--- config.mk ---
export PLATFORM = sky130hd
export DESIGN_NAME = sl_receiver
export DESIGN_NICKNAME = d
export VERILOG_FILES = /design/src/rtl/sl_receiver.sv
export SDC_FILE = /design/constraint.sdc
export NUM_CORES = 1
export LEC_CHECK = 0
export BUFFER_PORTS_ARGS = -buffer_cell sky130_fd_sc_hd__buf_2
export CORE_MARGIN = 4
export CORE_UTILIZATION = 35
export DETAILED_ROUTE_END_ITERATION = 6
export PLACE_DENSITY_LB_ADDON = 0.15
export SYNTH_ARGS = -nofsm -noshare
export SYNTH_HDL_FRONTEND = slang
export SYNTH_SLANG_ARGS = --single-unit
--- constraint.sdc ---
create_clock -name clk -period 6.1 [get_ports clk]
set_input_delay 0.305 -clock clk [delete_from_list [all_inputs] [get_ports clk]]
set_output_delay 0.305 -clock clk [all_outputs]
set_load 0.02 [all_outputs]
--- src/rtl/sl_receiver.sv ---
// sl_receiver: receive side of the two-wire SL serial link.
// Decodes the (SL0,SL1) level pair into words of 8..32 data bits plus an odd
// parity bit and a stop marker. The decoder follows line codes rather than
// bit timing, so it works for any transmitter rate within the filter limits.
//
// Ports:
//   clk, rst_n   system clock, asynchronous active-low reset
//   SL0, SL1     SL line pair, asynchronous to clk
//   d_in         write data from master
//   addr         0 = {status[15:0], config[15:0]}, 1 = rx data (read-only)
//   wr_en        single-cycle write strobe
//   d_out        combinational read mux selected by addr
//   irq          registered interrupt request (IRQM & any sticky IRQ flag)
module sl_receiver #(
  parameter int unsigned FILT_LEN = 2,
  parameter int unsigned TIMEOUT  = 255
) (
  input  logic        clk,
  input  logic        rst_n,
  input  logic        SL0,
  input  logic        SL1,
  input  logic [31:0] d_in,
  input  logic        addr,
  input  logic        wr_en,
  output logic [31:0] d_out,
  output logic        irq
);

  localparam int unsigned DW = 32;      // max data bits
  localparam int unsigned SW = DW + 1;  // data plus parity
  localparam int unsigned CW = 6;       // bit counter / BQ width
  localparam int unsigned FW = 3;       // filter run counter width
  localparam int unsigned TW = 8;       // timeout counter width
  localparam int unsigned NF = 5;       // number of IRQ flags

  localparam logic [1:0] CODE_IDLE = 2'b11;
  localparam logic [1:0] CODE_ONE  = 2'b10;
  localparam logic [1:0] CODE_ZERO = 2'b01;
  localparam logic [1:0] CODE_STOP = 2'b00;

  // IRQ flag positions within irqf (status bits 8..12)
  localparam int unsigned F_RM = 0;
  localparam int unsigned F_PE = 1;
  localparam int unsigned F_LE = 2;
  localparam int unsigned F_OV = 3;
  localparam int unsigned F_IC = 4;

  typedef enum logic [4:0] {
    S_IDLE  = 5'b00001,
    S_BIT   = 5'b00010,
    S_SPACE = 5'b00100,
    S_STOP  = 5'b01000,
    S_ERR   = 5'b10000
  } state_e;

  logic [1:0]    sync1_q, sync1_d, sync2_q, sync2_d;
  logic [1:0]    last_q, last_d, acc_q, acc_d;
  logic [FW-1:0] run_q, run_d;
  logic          chg_q, chg_d;
  state_e        state_q, state_d;
  logic [SW-1:0] shift_q, shift_d;
  logic [CW-1:0] cnt_q, cnt_d;
  logic [CW-1:0] bq_lat_q, bq_lat_d;
  logic [TW-1:0] tmo_q, tmo_d;
  logic          rxen_q, rxen_d;
  logic [CW-1:0] bq_q, bq_d;
  logic          irqm_q, irqm_d;
  logic          rip_q, rip_d;
  logic [NF-1:0] irqf_q, irqf_d;
  logic [DW-1:0] rx_q, rx_d;
  logic          irq_q, irq_d;

  logic [NF-1:0] set_c;
  logic [NF-1:0] keep_c;
  logic [DW-1:0] rx_load_c;
  logic [CW-1:0] bq_w_c;
  logic          cfg_ok_c;
  logic          bit_c;
  logic          tmo_hit_c;
  logic          unused_din_c;

  assign unused_din_c = ^{d_in[31:29], d_in[23:16], d_in[15:8]};

  // Synchronizer and glitch filter: a code is accepted after FILT_LEN equal samples
  always_comb begin
    sync1_d = {SL0, SL1};
    sync2_d = sync1_q;
    last_d  = sync2_q;
    if (sync2_q == last_q) begin
      run_d = (run_q == FW'(FILT_LEN)) ? run_q : FW'(run_q + FW'(1));
    end else begin
      run_d = FW'(1);
    end
    chg_d = (run_d == FW'(FILT_LEN)) && (sync2_q != acc_q);
    acc_d = chg_d ? sync2_q : acc_q;
  end

  // Received word masked to the latched bit count
  always_comb begin
    rx_load_c = '0;
    for (int unsigned i = 0; i < DW; i++) begin
      rx_load_c[i] = shift_q[i] & (CW'(i) < bq_lat_q);
    end
  end

  // Decoder FSM, timeout, register port and sticky flags
  always_comb begin
    state_d  = state_q;
    shift_d  = shift_q;
    cnt_d    = cnt_q;
    bq_lat_d = bq_lat_q;
    rip_d    = rip_q;
    rx_d     = rx_q;
    rxen_d   = rxen_q;
    bq_d     = bq_q;
    irqm_d   = irqm_q;
    set_c    = '0;
    keep_c   = '1;
    bit_c    = (acc_q == CODE_ONE);

    // Timeout counts time spent on one code while a word is open
    if (chg_q || (state_q == S_IDLE) || (state_q == S_ERR)) begin
      tmo_d = '0;
    end else begin
      tmo_d = (tmo_q == '1) ? tmo_q : TW'(tmo_q + TW'(1));
    end
    tmo_hit_c = (tmo_q >= TW'(TIMEOUT)) &&
                ((state_q == S_BIT) || (state_q == S_SPACE) || (state_q == S_STOP));

    if (tmo_hit_c) begin
      state_d      = S_IDLE;
      rip_d        = 1'b0;
      set_c[F_LE]  = 1'b1;
    end else if (chg_q) begin
      unique case (state_q)
        S_IDLE: begin
          if (acc_q == CODE_STOP) begin
            state_d = S_ERR;
          end else if (((acc_q == CODE_ONE) || (acc_q == CODE_ZERO)) && rxen_q) begin
            state_d    = S_BIT;
            bq_lat_d   = bq_q;
            shift_d    = '0;
            shift_d[0] = bit_c;
            cnt_d      = CW'(1);
            rip_d      = 1'b1;
          end
        end
        S_BIT: begin
          if (acc_q == CODE_IDLE) begin
            state_d = S_SPACE;
          end else begin
            state_d     = S_ERR;
            rip_d       = 1'b0;
            set_c[F_LE] = 1'b1;
          end
        end
        S_SPACE: begin
          if (acc_q == CODE_STOP) begin
            state_d = S_STOP;
          end else if (acc_q != CODE_IDLE) begin
            state_d = S_BIT;
            if (cnt_q <= CW'(DW)) begin
              shift_d[cnt_q] = bit_c;
            end
            cnt_d = (cnt_q == '1) ? cnt_q : CW'(cnt_q + CW'(1));
          end
        end
        S_STOP: begin
          rip_d = 1'b0;
          if (acc_q == CODE_IDLE) begin
            state_d = S_IDLE;
            if (cnt_q != CW'(bq_lat_q + CW'(1))) begin
              set_c[F_LE] = 1'b1;
            end else if (!(^shift_q)) begin
              set_c[F_PE] = 1'b1;
            end else begin
              rx_d        = rx_load_c;
              set_c[F_RM] = 1'b1;
              set_c[F_OV] = irqf_q[F_RM];
            end
          end else begin
            state_d     = S_ERR;
            set_c[F_LE] = 1'b1;
          end
        end
        S_ERR: begin
          if (acc_q == CODE_IDLE) begin
            state_d = S_IDLE;
          end
        end
        default: begin
          state_d = S_IDLE;
          rip_d   = 1'b0;
        end
      endcase
    end

    // Register write: config validation and write-zero-to-clear of IRQ flags
    bq_w_c   = d_in[6:1];
    cfg_ok_c = (bq_w_c >= CW'(8)) && (bq_w_c <= CW'(DW)) && !bq_w_c[0];
    if (wr_en && !addr) begin
      keep_c = d_in[28:24];
      if (cfg_ok_c) begin
        rxen_d = d_in[0];
        bq_d   = bq_w_c;
        irqm_d = d_in[7];
      end else begin
        set_c[F_IC] = 1'b1;
      end
    end

    // Set events win over a same-cycle clear
    irqf_d = (irqf_q & keep_c) | set_c;
    irq_d  = irqm_q & (|irqf_q);
  end

  // Read mux
  always_comb begin
    if (addr) begin
      d_out = rx_q;
    end else begin
      d_out = {3'b000, irqf_q, 7'b0000000, rip_q, 8'h00, irqm_q, bq_q, rxen_q};
    end
  end

  assign irq = irq_q;

  always_ff @(posedge clk or negedge rst_n) begin
    if (!rst_n) begin
      sync1_q  <= CODE_IDLE;
      sync2_q  <= CODE_IDLE;
      last_q   <= CODE_IDLE;
      acc_q    <= CODE_IDLE;
      run_q    <= FW'(FILT_LEN);
      chg_q    <= 1'b0;
      state_q  <= S_IDLE;
      shift_q  <= '0;
      cnt_q    <= '0;
      bq_lat_q <= CW'(8);
      tmo_q    <= '0;
      rxen_q   <= 1'b1;
      bq_q     <= CW'(8);
      irqm_q   <= 1'b0;
      rip_q    <= 1'b0;
      irqf_q   <= '0;
      rx_q     <= '0;
      irq_q    <= 1'b0;
    end else begin
      sync1_q  <= sync1_d;
      sync2_q  <= sync2_d;
      last_q   <= last_d;
      acc_q    <= acc_d;
      run_q    <= run_d;
      chg_q    <= chg_d;
      state_q  <= state_d;
      shift_q  <= shift_d;
      cnt_q    <= cnt_d;
      bq_lat_q <= bq_lat_d;
      tmo_q    <= tmo_d;
      rxen_q   <= rxen_d;
      bq_q     <= bq_d;
      irqm_q   <= irqm_d;
      rip_q    <= rip_d;
      irqf_q   <= irqf_d;
      rx_q     <= rx_d;
      irq_q    <= irq_d;
    end
  end

endmodule
* After elaboration in Yosys (flattened, before gate mapping) *
Cells that the tools add are included.

storage, ports and cells
  output and inout bits = 33
  input bits = 38
  bits in registers = 117

cells by class
  add/sub/neg operators = 4
  reductions and logical operators = 27
  muxes and demuxes = 56
  order comparisons = 38
  bitwise operators = 38
  eq/ne operators = 30

operators by type and width
  kind                 count
  $mux 33              5
  $lt 5x6->1 const A   16
  $pmux 33 s2          1
  $mux 5               10
  $lt 4x6->1 const A   8
  $and 1x1->1          33
  $bwmux 33            1
  $reduce_xor 33->1    1
  $mux 32              1
  $mux 6               5
  $pmux 5 s5           1
  $lt 3x6->1 const A   4
  $mux 1               19
  $mux 8               2
  $reduce_and 8->1     2
  $add 6x1->6 const B  2
  $le 6x6->1 const B   2
  $lt 1x6->1 const A   2
  $lt 2x6->1 const A   2
  $pmux 6 s2           1
  $ne 2x2->1 const B   5
  $reduce_and 5->1     2
  $add 8x1->8 const B  1
  $eq 8x8->1 const B   1
  other kinds (40)     66

* Logic depth before layout (Yosys ltp) *
Gate-level depths: netlist (run 1).

  word-level depth = 9
  depth in mapped cells = 11

* Least setup slack after synthesis (run 1) *
Ideal clock, no wire load.

  path type = register -> register
  from = register bq_lat_q[1]
  to = register rx_q[28]
  data required time = 5.975 ns
  buffers on the path = 3
  data arrival time = 2.716 ns
  library setup time = 0.125 ns
  stages on the path, launching flop included = 12
  path slack = 3.259 ns
  cell sequence = dfrtp_1 -> clkbuf_1 -> inv_1 -> ha_1 -> xnor2_1 -> nand3_1 -> or4b_4 -> nor4_1 -> mux2_4 -> buf_6 -> buf_8 -> mux2_4

on the way
  longest elaborated chain between the ends = 4
  elaborated cells between the ends (all ways) = 6

RTL lines
  what                        line  source
  start: declaration          63    logic [CW-1:0] bq_lat_q, bq_lat_d;
  start signal: assignment    258   bq_lat_q <= bq_lat_d;
  $add 6x1->6                 172   if (cnt_q != CW'(bq_lat_q + CW'(1))) begin
  $ne 6x6->1                  172
  $not 1->1 (no line)         --
  $reduce_and 6->1 (no line)  --
  end signal: assignment      265   rx_q <= rx_d;
  end: declaration            70    logic [DW-1:0] rx_q, rx_d;

Parallel ways exist; a longest one is shown, timed or not.
A chain may end at the register's enable or synchronous reset.

* Worst setup path after layout (run 1) *
  from = register bq_lat_q[1]
  to = register rx_q[8]

The elaborated chain is that of the path after synthesis.

==> results.ini, run 1 <==
[die]
die_x_um=145
rows=49
die_h_um=145
die-area_mm2=0.0211
coreArea_mm2=0.0182
io_pins=71
start_util_pct=36.1

[final_layout]
diodes=0
design_area_mm2=0.00762
final_common_cell=dfrtp_1
drive_above_1_share_pct=21.8
n_fill_cell=1773
seq_area_mm2=0.00294
nets=743
syn2layout_area_growth_pct=15.8
layout_common_cells=104 x dfrtp_1, 85 x o21ai_0, 50 x buf_2
multi_input_area_mm2=0.00334

[timing]
min_period_ps=3300
slew_headroom_pct=10.7
totalNegativeSetupSlack_ps=0
fmax_ghz=0.303
slew_viol_final=0
skew_ps=5.71
final-hold-violation-count=0
setup_viol=0
grt_setup_unrepaired=false
worst_pin_slew_ps=1340
fin_crit_sh_pct=54.2

[clock_tree]
clkSinkCount=117
clk-insertion-delay-late_ps=410
clockBufferDepth=2
cts_resized=0
cts_tree=built
cts_buffers=17
clockRootBuffer=clkbuf_16
clk_pin_slew_ps=50
htree_levels=4

[logic_synthesis]
synth_nets=705
synth_edf_count=0
syn_area_per_cell_um2=10.0
yosys_most_used_dff=dfrtp_1
yosysTopAreaCell=dfrtp_1
synthArstFlopShare_pct=100
synth_seq_cells=117
yosys_warnings=0
yosysSeqAreaShare_pct=44.7
synthCells=655
syn_area_mm2=0.00658
synth_area_leaders=dfrtp_1 40%, o21ai_0 6.5%, mux2_2 6.2%
synth_top_area_share_pct=39.6
yosysUniqueCellTypes=63

[routing]
final_antenna_net_count=0
vias=5033
first_iter_violations=410
dr.pass1.iters=5
totalWireLength_um=17100
via_per_inst=5.38
drc=0
wire_per_inst_um=18.3

[critical_path]
slowest_stage=dfrtp_1
cp.required_ps=6390
cp_max_fo=34
rrSetupSlack_ps=2800
crit_chain=inv_1, ha_1, xnor2_1, nand3_1, or4b_4, nor4b_2, mux2_4, mux2_2
path_class=register to register
r2r_cells=8
startpoint_type=register
worst_r2r_endpoint=rx_q[8]
critPathArrivalTime_ps=3590
cp-end-kind=register
r2r-start=bq_lat_q[1]
slowest_delay_ps=650

[pwr]
p_leak_nw=3.44
vdd.ir_drop.worst_mv=0.226
p_per_area_mw_per_mm2=308

[min_path]
worstHoldPathCells=2
hold_path.startpoint=d_in[0]
holdPathEnd=rxen_q
hp-class=primary input to register

[run_status]
status=finished clean

[global_routing]
track_usage_pct=16.7
grt_pass1_wl_um=28200
antenna_found_initial=0
overflow=0
grt_max_degree=75
grt_pass1_vias=5033

[placed_design]
dpl_cell_area_mm2=0.00694
port_buffers=51
place.gp.congestion=0.886
hpwl_um=12100

[run]
drv_cap=0

cell usage after synthesis (3+ instances only):
cell type	number
nor4_1	3
and2_1	22
o21ai_0	85
xnor2_1	35
buf_2	7
a21o_1	3
nand3_1	22
o311a_1	8
nand2b_1	5
dfrtp_1	104
and4_1	4
clkbuf_1	22
and3_1	4
or3_1	5
ha_1	12
nor3_1	15
a21oi_1	41
nand2_1	38
nor3b_1	3
nor2_1	30
o211ai_1	5
nand4_1	5
xor2_1	8
or2_2	3
a31oi_1	6
nor2b_1	6
o21a_1	5
inv_1	27
mux2_2	36
mux2_4	14
dfstp_2	13
a21boi_0	5
mux2i_1	19
critical path, delay by kind of cell, from the launching register on:
kind | cells | cell delay [ps]
xor gates and xnor gates | 1 | 130
adders and majority gates | 1 | 300
buffers and inverters | 1 | 90
DFF | 1 | 650
muxes | 2 | 1010
and+or+nand+nor | 3 | 990
routing by layer:
layer	share of wire, %	global-route usage, %	wire [um]
met5	0	0	0
met4	1.4	4.80	239
met3	5.8	4.24	985
met2	46	25.5	7890
met1	47	23.4	7970
layout make-up:
type / instances / share of cell area (%)
inverters: 28 / 1.38
clock buffers: 22 / 6.23
multi-input cells: 474 / 43.8
clock inverters: 10 / 2.30
well taps: 229 / 3.76
repair buffers: 55 / 3.88
flip-flops and latches: 117 / 38.6
kinds of logic after synthesis:
family | after synthesis | share of synthesized area [%]
AO/OA/AOI/OAI | 172 | 15.3
XOR/XNOR | 47 | 6.90
adder cells (fa/ha/maj) | 12 | 2.28
buffers and inverters | 64 | 4.54
flip-flops | 117 | 44.7
multiplexers | 69 | 12.2
AND/OR/NAND/NOR | 174 | 14.0
worst max path at each step:
stage	from	end	slack [ps]	depth (start not counted)
floorplan	bq_lat_q[1]	rx_q[28]	3260	11
global placement	bq_lat_q[1]	rx_q[8]	2880	8
detailed placement	bq_lat_q[1]	rx_q[5]	2820	8
finish	bq_lat_q[1]	rx_q[8]	2800	8
global route	bq_lat_q[1]	rx_q[6]	2550	8
CTS	bq_lat_q[1]	rx_q[8]	2820	8
per-stage QoR:
step                power [mW]  instances  setup slack [ps]  hold WS [ps]  utilization, %
floorplan                 1.16        655              3260          9.41               -
global placement          1.26        900              2880           343            38.1
detailed placement        1.27        900              2820           347            38.1
CTS                       2.37        935              2820           108            41.8
global route              2.47        935              2550           107            41.8
finish                    2.35        935              2800           129            41.8
where the power goes:
group | total (mW) | internal, mW | switching (mW) | leakage [nW]
logic | 0.341 | 0.135 | 0.205 | 1.55
clock network | 1.09 | 0.753 | 0.336 | 0.324
registers | 0.917 | 0.839 | 0.0779 | 1.57
total | 2.35 | 1.73 | 0.619 | 3.44
flip-flops by register name, indices dropped and copies added (netlist names):
| name | flops |
|---|---|
| chg_q | 1 |
| rxen_q | 1 |
| run_q | 3 |
| state_q | 5 |
| shift_q | 33 |
| last_d | 2 |
| irqf_q | 5 |
| rip_q | 1 |
| bq_q | 6 |
| acc_q | 2 |
| sync1_q | 2 |
| irqm_q | 1 |
| tmo_q | 8 |
| rx_q | 32 |
| irq | 1 |
| last_q | 2 |
| cnt_q | 6 |
| bq_lat_q | 6 |
timing repair:
| item | in CTS | in global routing |
|---|---|---|
| hold endpoints to repair | 44 | 0 |
| endpoints found under the setup margin | 0 | 0 |
| buffers inserted | 0 | 0 |
| hold buffers | 3 | 0 |
Note: power is estimated with default switching activity, not from simulation.
==> run 2: changes to the inputs <==
ABC_AREA = 1   (was unset)
clock period = 2.9 ns   (was 6.1 ns; I/O delays follow)
==> run 2 against run 1 <==
- critical path depth up 6
- sequential power is 110% higher
- die area up 7.8%
- synthesized area up 8.3%
- combinational power rose to 3.0 times the previous value
- non-clock buffer count up 19
- final cell count up 48%
- first-iteration DRC count is 15% lower
- flip-flop and latch count is the same
- synthesized cell count is 60% higher
- largest cell class unchanged
==> results.ini, run 2 <==
[routing]
final_antenna_net_count=0
dr.pass1.iters=5
wire_per_inst_um=13.6
totalWireLength_um=18900
vias=6551
drc=0
first_iter_violations=350
via_per_inst=4.73

[logic_synthesis]
yosysSeqAreaShare_pct=41.3
synth_most_common_cell=nand2_1
yosys_most_used_dff=dfrtp_1
synth_edf_count=0
yosys_warnings=0
yosysTopAreaCell=dfrtp_1
synth_nets=1095
syn_area_mm2=0.00712
synthArstFlopShare_pct=100
yosysUniqueCellTypes=38
syn_area_per_cell_um2=6.82
synthCells=1045
synth_seq_cells=117
yosys-top-cells-count=441 x nand2_1, 128 x inv_1, 104 x dfrtp_1
synth_top_area_share_pct=36.5
synth_area_leaders=dfrtp_1 37%, nand2_1 23%, inv_1 6.7%

[global_routing]
grt_max_degree=71
grt_pass1_wl_um=31100
grt_pass1_vias=6092
overflow=0
track_usage_pct=17.6
antenna_found_initial=0

[final_layout]
reg.largest.list=shift_q: 33 flops, rx_q: 32 flops, tmo_q: 8 flops
nets=1158
layout_common_cells=441 x nand2_1, 128 x inv_1, 104 x dfrtp_1
diodes=0
drive_above_1_share_pct=12.0
final_common_cell=nand2_1
regMostFlops=shift_q
syn2layout_area_growth_pct=17.3
largest_reg_flops=33
fin_util_pct=42.4

[die]
die_x_um=151
coreArea_mm2=0.0197
rows=51
die_h_um=151
start_util_pct=36.1
die-area_mm2=0.0227
io_pins=71

[critical_path]
crit_top_cell=nand2_1
startpoint_type=register
cp.required_ps=3210
slowest_delay_ps=580
r2r-start=acc_q[1]
path_class=register to register
worstSetupStartpoint=acc_q[1]
cp-end-kind=register
cp_max_fo=34
slowest_stage=dfstp_2
crit_chain=inv_1, ha_1, nand2_1, inv_1, nor2_1, nor2_1, nand3_1, nor2_2, nand2_1, nor2_4, buf_4, o21ai_0, nand2_1, nand2_1
critPathArrivalTime_ps=2700

[pwr]
internal_power_mw=3.43
vdd.ir_drop.worst_mv=0.373
p_sw_share_pct=32.6
power_mw=5.09
p_switching_mw=1.66
p_per_area_mw_per_mm2=609
clockPowerShare_pct=41.8
seqPwrFrac_pct=38.4
p_leak_nw=4.55
p_comb_share_pct=19.7

[timing]
slew_viol_final=0
skew_ps=10.1
final-hold-violation-count=0
setup_viol=0
totalNegativeSetupSlack_ps=0
grt_setup_unrepaired=false
final.setup.worst_slack_ps=514
holdWs_ps=8.48
slew_headroom_pct=69.8
fmax_ghz=0.419
min_period_ps=2390
fin_crit_sh_pct=82.3
worst_pin_slew_ps=451

[min_path]
hp-class=primary input to register
hold_path.startpoint=d_in[2]

[clock_tree]
cts_setup_buffers=0
clockRootBuffer=clkbuf_16
cts_tree=built
clockBufferDepth=2
clkSinkCount=117
htree_levels=4
cts_resized=0
hold_buffers=11
clk-insertion-delay-late_ps=420
clk_pin_slew_ps=60
cts_buffers=17

[placed_design]
pre_cts_slack_ps=557
place.gp.congestion=0.896
hpwl_um=14100
port_buffers=51

[run_status]
status=finished clean

[run]
drv_cap=0

-- run 2: cell count changes after synthesis, sizes merged, moves of 27 or more --
cell,before,now
nand2,38,445
nor2,30,85
nand3,22,66
mux2,50,2
a21oi,41,14
inv,27,132
xnor2,36,8
-- run 2: worst paths after layout --
kind,to,slack [ps],cells after the start
max,shift_q[16],510,14
max in group asynchronous,sync1_q[0],1930,3
min,bq_q[1],8,3
max reg2reg,shift_q[16],510,14
min in group asynchronous,bq_q[1],210,2
min reg2reg,last_d[0],350,0
-- run 2: cell type report --
| class | instances | area, um2 |
|---|---|---|
| fill | 2064 | 11400 |
| multi-input combinational | 766 | 3510 |
| inverter | 132 | 495 |
| clock buffer | 19 | 453 |
| tap | 265 | 332 |
| sequential | 117 | 2940 |
| clock inverter | 13 | 149 |
| timing repair buffer | 74 | 470 |
-- run 2: layer usage --
| metal | GRT usage [%] | up-vias | part of all wire, % | wire length (um) |
|---|---|---|---|---|
| met5 | 0 | - | 0 | 0 |
| met3 | 3.43 | 33 | 4.8 | 900 |
| li1 | - | 3385 | - | - |
| met1 | 24.7 | 2971 | 49 | 9290 |
| met4 | 5.80 | 0 | 2.2 | 409 |
| met2 | 27.1 | 162 | 44 | 8310 |
-- run 2: power groups by stage --
stage          logic [mW]  registers [mW]  clock network (mW)
6_report             1.01            1.96                2.13
5_1_grt              1.15            1.97                2.26
4_1_cts              1.02            1.96                2.18
3_5_place_dp         1.00            1.98                   0
3_3_place_gp        0.995            1.98                   0
2_1_floorplan       0.751            1.91                   0
-- run 2: worst max-delay path: cells and delay by family, from the launching register on --
| kind | cells | cell delay, ps |
|---|---|---|
| adder cells (fa/ha/maj) | 1 | 290 |
| flip-flops | 1 | 580 |
| AND/OR/NAND/NOR | 9 | 790 |
| AO/OA/AOI/OAI | 1 | 160 |
| buffers and inverters | 3 | 430 |
-- run 2: cells by family (layout without fill, tap and decap cells) --
family	count (synthesis)	in the layout	share of synthesized area, %
simple gates	618	618	35.5
mux	2	2	0.316
buf+inv	162	238	9.40
compound gates	112	112	8.61
fa+ha+maj	12	12	2.11
flops	117	117	41.3
xor+xnor	22	22	2.70
-- run 2: stage by stage --
stage / instances / cell area, um2
2_1_floorplan: 1045 / 7120
3_5_place_dp: 1343 / 7640
6_report: 1386 / 8350
5_1_grt: 1386 / 8350
3_3_place_gp: 1343 / 7640
4_1_cts: 1386 / 8350
==> run 3: changes to the inputs <==
ABC_AREA = 0   (was 1)
clock period = 2.3 ns   (was 2.9 ns; I/O delays follow)
==> run 3 against run 2 <==
- the run now ends with negative setup slack left
- flip-flop and latch count unchanged
- non-clock buffer count increased by 113
- worst setup slack got worse by 770 ps
- routed wire length increased by 6.0%
- count of clock-buffer cells in the layout decreased by 1
- critical path type unchanged
==> results.ini, run 3 (synthesized netlist as in run 1, its figures left out) <==
[pwr]
vdd.ir_drop.worst_mv=0.495
p_leak_nw=4.17
p_per_area_mw_per_mm2=748

[final_layout]
layout_common_cells=111 x buf_4, 103 x dfrtp_1, 50 x buf_2
final_common_cell=buf_4
drive_above_1_share_pct=39.7
reg.largest.list=shift_q: 33 flops, rx_q: 32 flops, tmo_q: 8 flops
nets=876
fin_util_pct=49.7
n_fill_cell=1668
largest_reg_flops=33
diodes=0
regMostFlops=shift_q
syn2layout_area_growth_pct=37.4

[die]
start_util_pct=36.1
die-area_mm2=0.0211
die_h_um=145
io_pins=71
rows=49
die_x_um=145
coreArea_mm2=0.0182

[timing]
totalNegativeSetupSlack_ps=-6750
final-hold-violation-count=0
skew_ps=10.0
setup_viol=35
grt_setup_unrepaired=true
slew_viol_final=0
holdWs_ps=29.5
fmax_ghz=0.392
final.setup.worst_slack_ps=-251
slew_headroom_pct=46.0
fin_crit_sh_pct=111
min_period_ps=2550
worst_pin_slew_ps=803

[placed_design]
place.gp.congestion=0.866
port_buffers=51
hpwl_um=14400

[critical_path]
cp-end-kind=register
r2r-start=bq_lat_q[1]
rrSetupSlack_ps=-250
cp_num_buf_inv=2
cp_max_fo=12
crit_top_cell=mux2_4
path_class=register to register
crit_chain=buf_4, and4_1, a21oi_1, or4b_4, nor4b_4, mux2_4, buf_12, mux2_4
critPathArrivalTime_ps=2840
startpoint_type=register
worst_r2r_endpoint=rx_q[21]
crit_family=simple AND/OR/NAND/NOR gates
slowest_delay_ps=590
cp.required_ps=2590
slowest_stage=or4b_4
r2r_cells=8

[global_routing]
overflow=0
grt_pass1_wl_um=31900
grt_pass1_vias=5868
grt_max_degree=43
antenna_found_initial=0
track_usage_pct=18.8

[clock_tree]
clk-insertion-delay-late_ps=420
htree_levels=4
clockRootBuffer=clkbuf_16
clockBufferDepth=2
cts_tree=built
clk_pin_slew_ps=60
clkSinkCount=117
cts_buffers=17

[run_status]
status=finished, violations left
violations=negative setup slack

[routing]
wire_per_inst_um=18.8
final_antenna_net_count=0
via_per_inst=5.29
first_iter_violations=348
totalWireLength_um=20000
drc=0
dr.pass1.iters=5
vias=5655

[min_path]
holdPathEnd=irqf_q[1]
hp-class=primary input to register
hold_path.startpoint=d_in[25]
worstHoldPathCells=3

[run]
drv_cap=0

## run 3: cell type report
type | count | area, um2 | area share [%]
Sequential cell | 117 | 2950 | 32.6
Timing Repair Buffer | 187 | 1440 | 15.9
Clock buffer | 18 | 439 | 4.86
Inverter | 28 | 110 | 1.22
Multi-Input combinational cell | 475 | 3630 | 40.1
Tap cell | 229 | 287 | 3.17
Clock inverter | 14 | 200 | 2.21
## run 3: metrics by stage
| step | worst slack (ps) | total power [mW] | instance area [um2] | instances |
|---|---|---|---|---|
| 6_report | -251 | 6.77 | 9040 | 1068 |
| 5_1_grt | -361 | 7.07 | 9040 | 1068 |
| 4_1_cts | -267 | 6.67 | 8740 | 1060 |
| 3_5_place_dp | -333 | 3.70 | 7810 | 1007 |
| 3_3_place_gp | -237 | 3.67 | 7810 | 1007 |
| 2_1_floorplan | -334 | 3.08 | 6610 | 655 |
## run 3: timing repair
action                                  CTS  global route
hold buffers                             13             0
hold endpoints to repair                 47             0
cloned                                    1             3
pin swaps                                 3            25
buffers inserted                          7             5
endpoints found under the setup margin   77            85
resized for setup                        21           111
## run 3: worst max path at each step
stage          cells after the start         from         end  slack [ps]
3_3_place_gp                       9  bq_lat_q[0]    rx_q[19]        -240
5_1_grt                            8  bq_lat_q[1]    rx_q[22]        -360
4_1_cts                            9  bq_lat_q[1]    rx_q[21]        -270
2_1_floorplan                     11  bq_lat_q[1]    rx_q[28]        -330
6_report                           8  bq_lat_q[1]    rx_q[21]        -250
3_5_place_dp                       8     acc_q[0]  shift_q[8]        -330
## run 3: power by group
| group | internal [mW] | switching, mW | leakage [nW] |
|---|---|---|---|
| clock | 1.85 | 1.02 | 0.303 |
| combinational | 0.732 | 0.801 | 2.31 |
| sequential | 2.22 | 0.134 | 1.57 |
## run 3: worst reg2reg max path, cell delays in order, from the launching register on
cell and delay [ps]:
dfrtp_1 380, buf_4 220, and4_1 220, a21oi_1 70, or4b_4 590, nor4b_4 250, mux2_4 250, buf_12 150
mux2_4 300
## run 3: routing by layer
layer | vias up | share of wire [%] | GRT usage (%)
met5 | - | 0 | 0
met4 | 0 | 2.0 | 7.17
met3 | 27 | 4.7 | 3.71
met2 | 170 | 50 | 31.6
met1 | 2781 | 43 | 24.1
li1 | 2677 | - | -
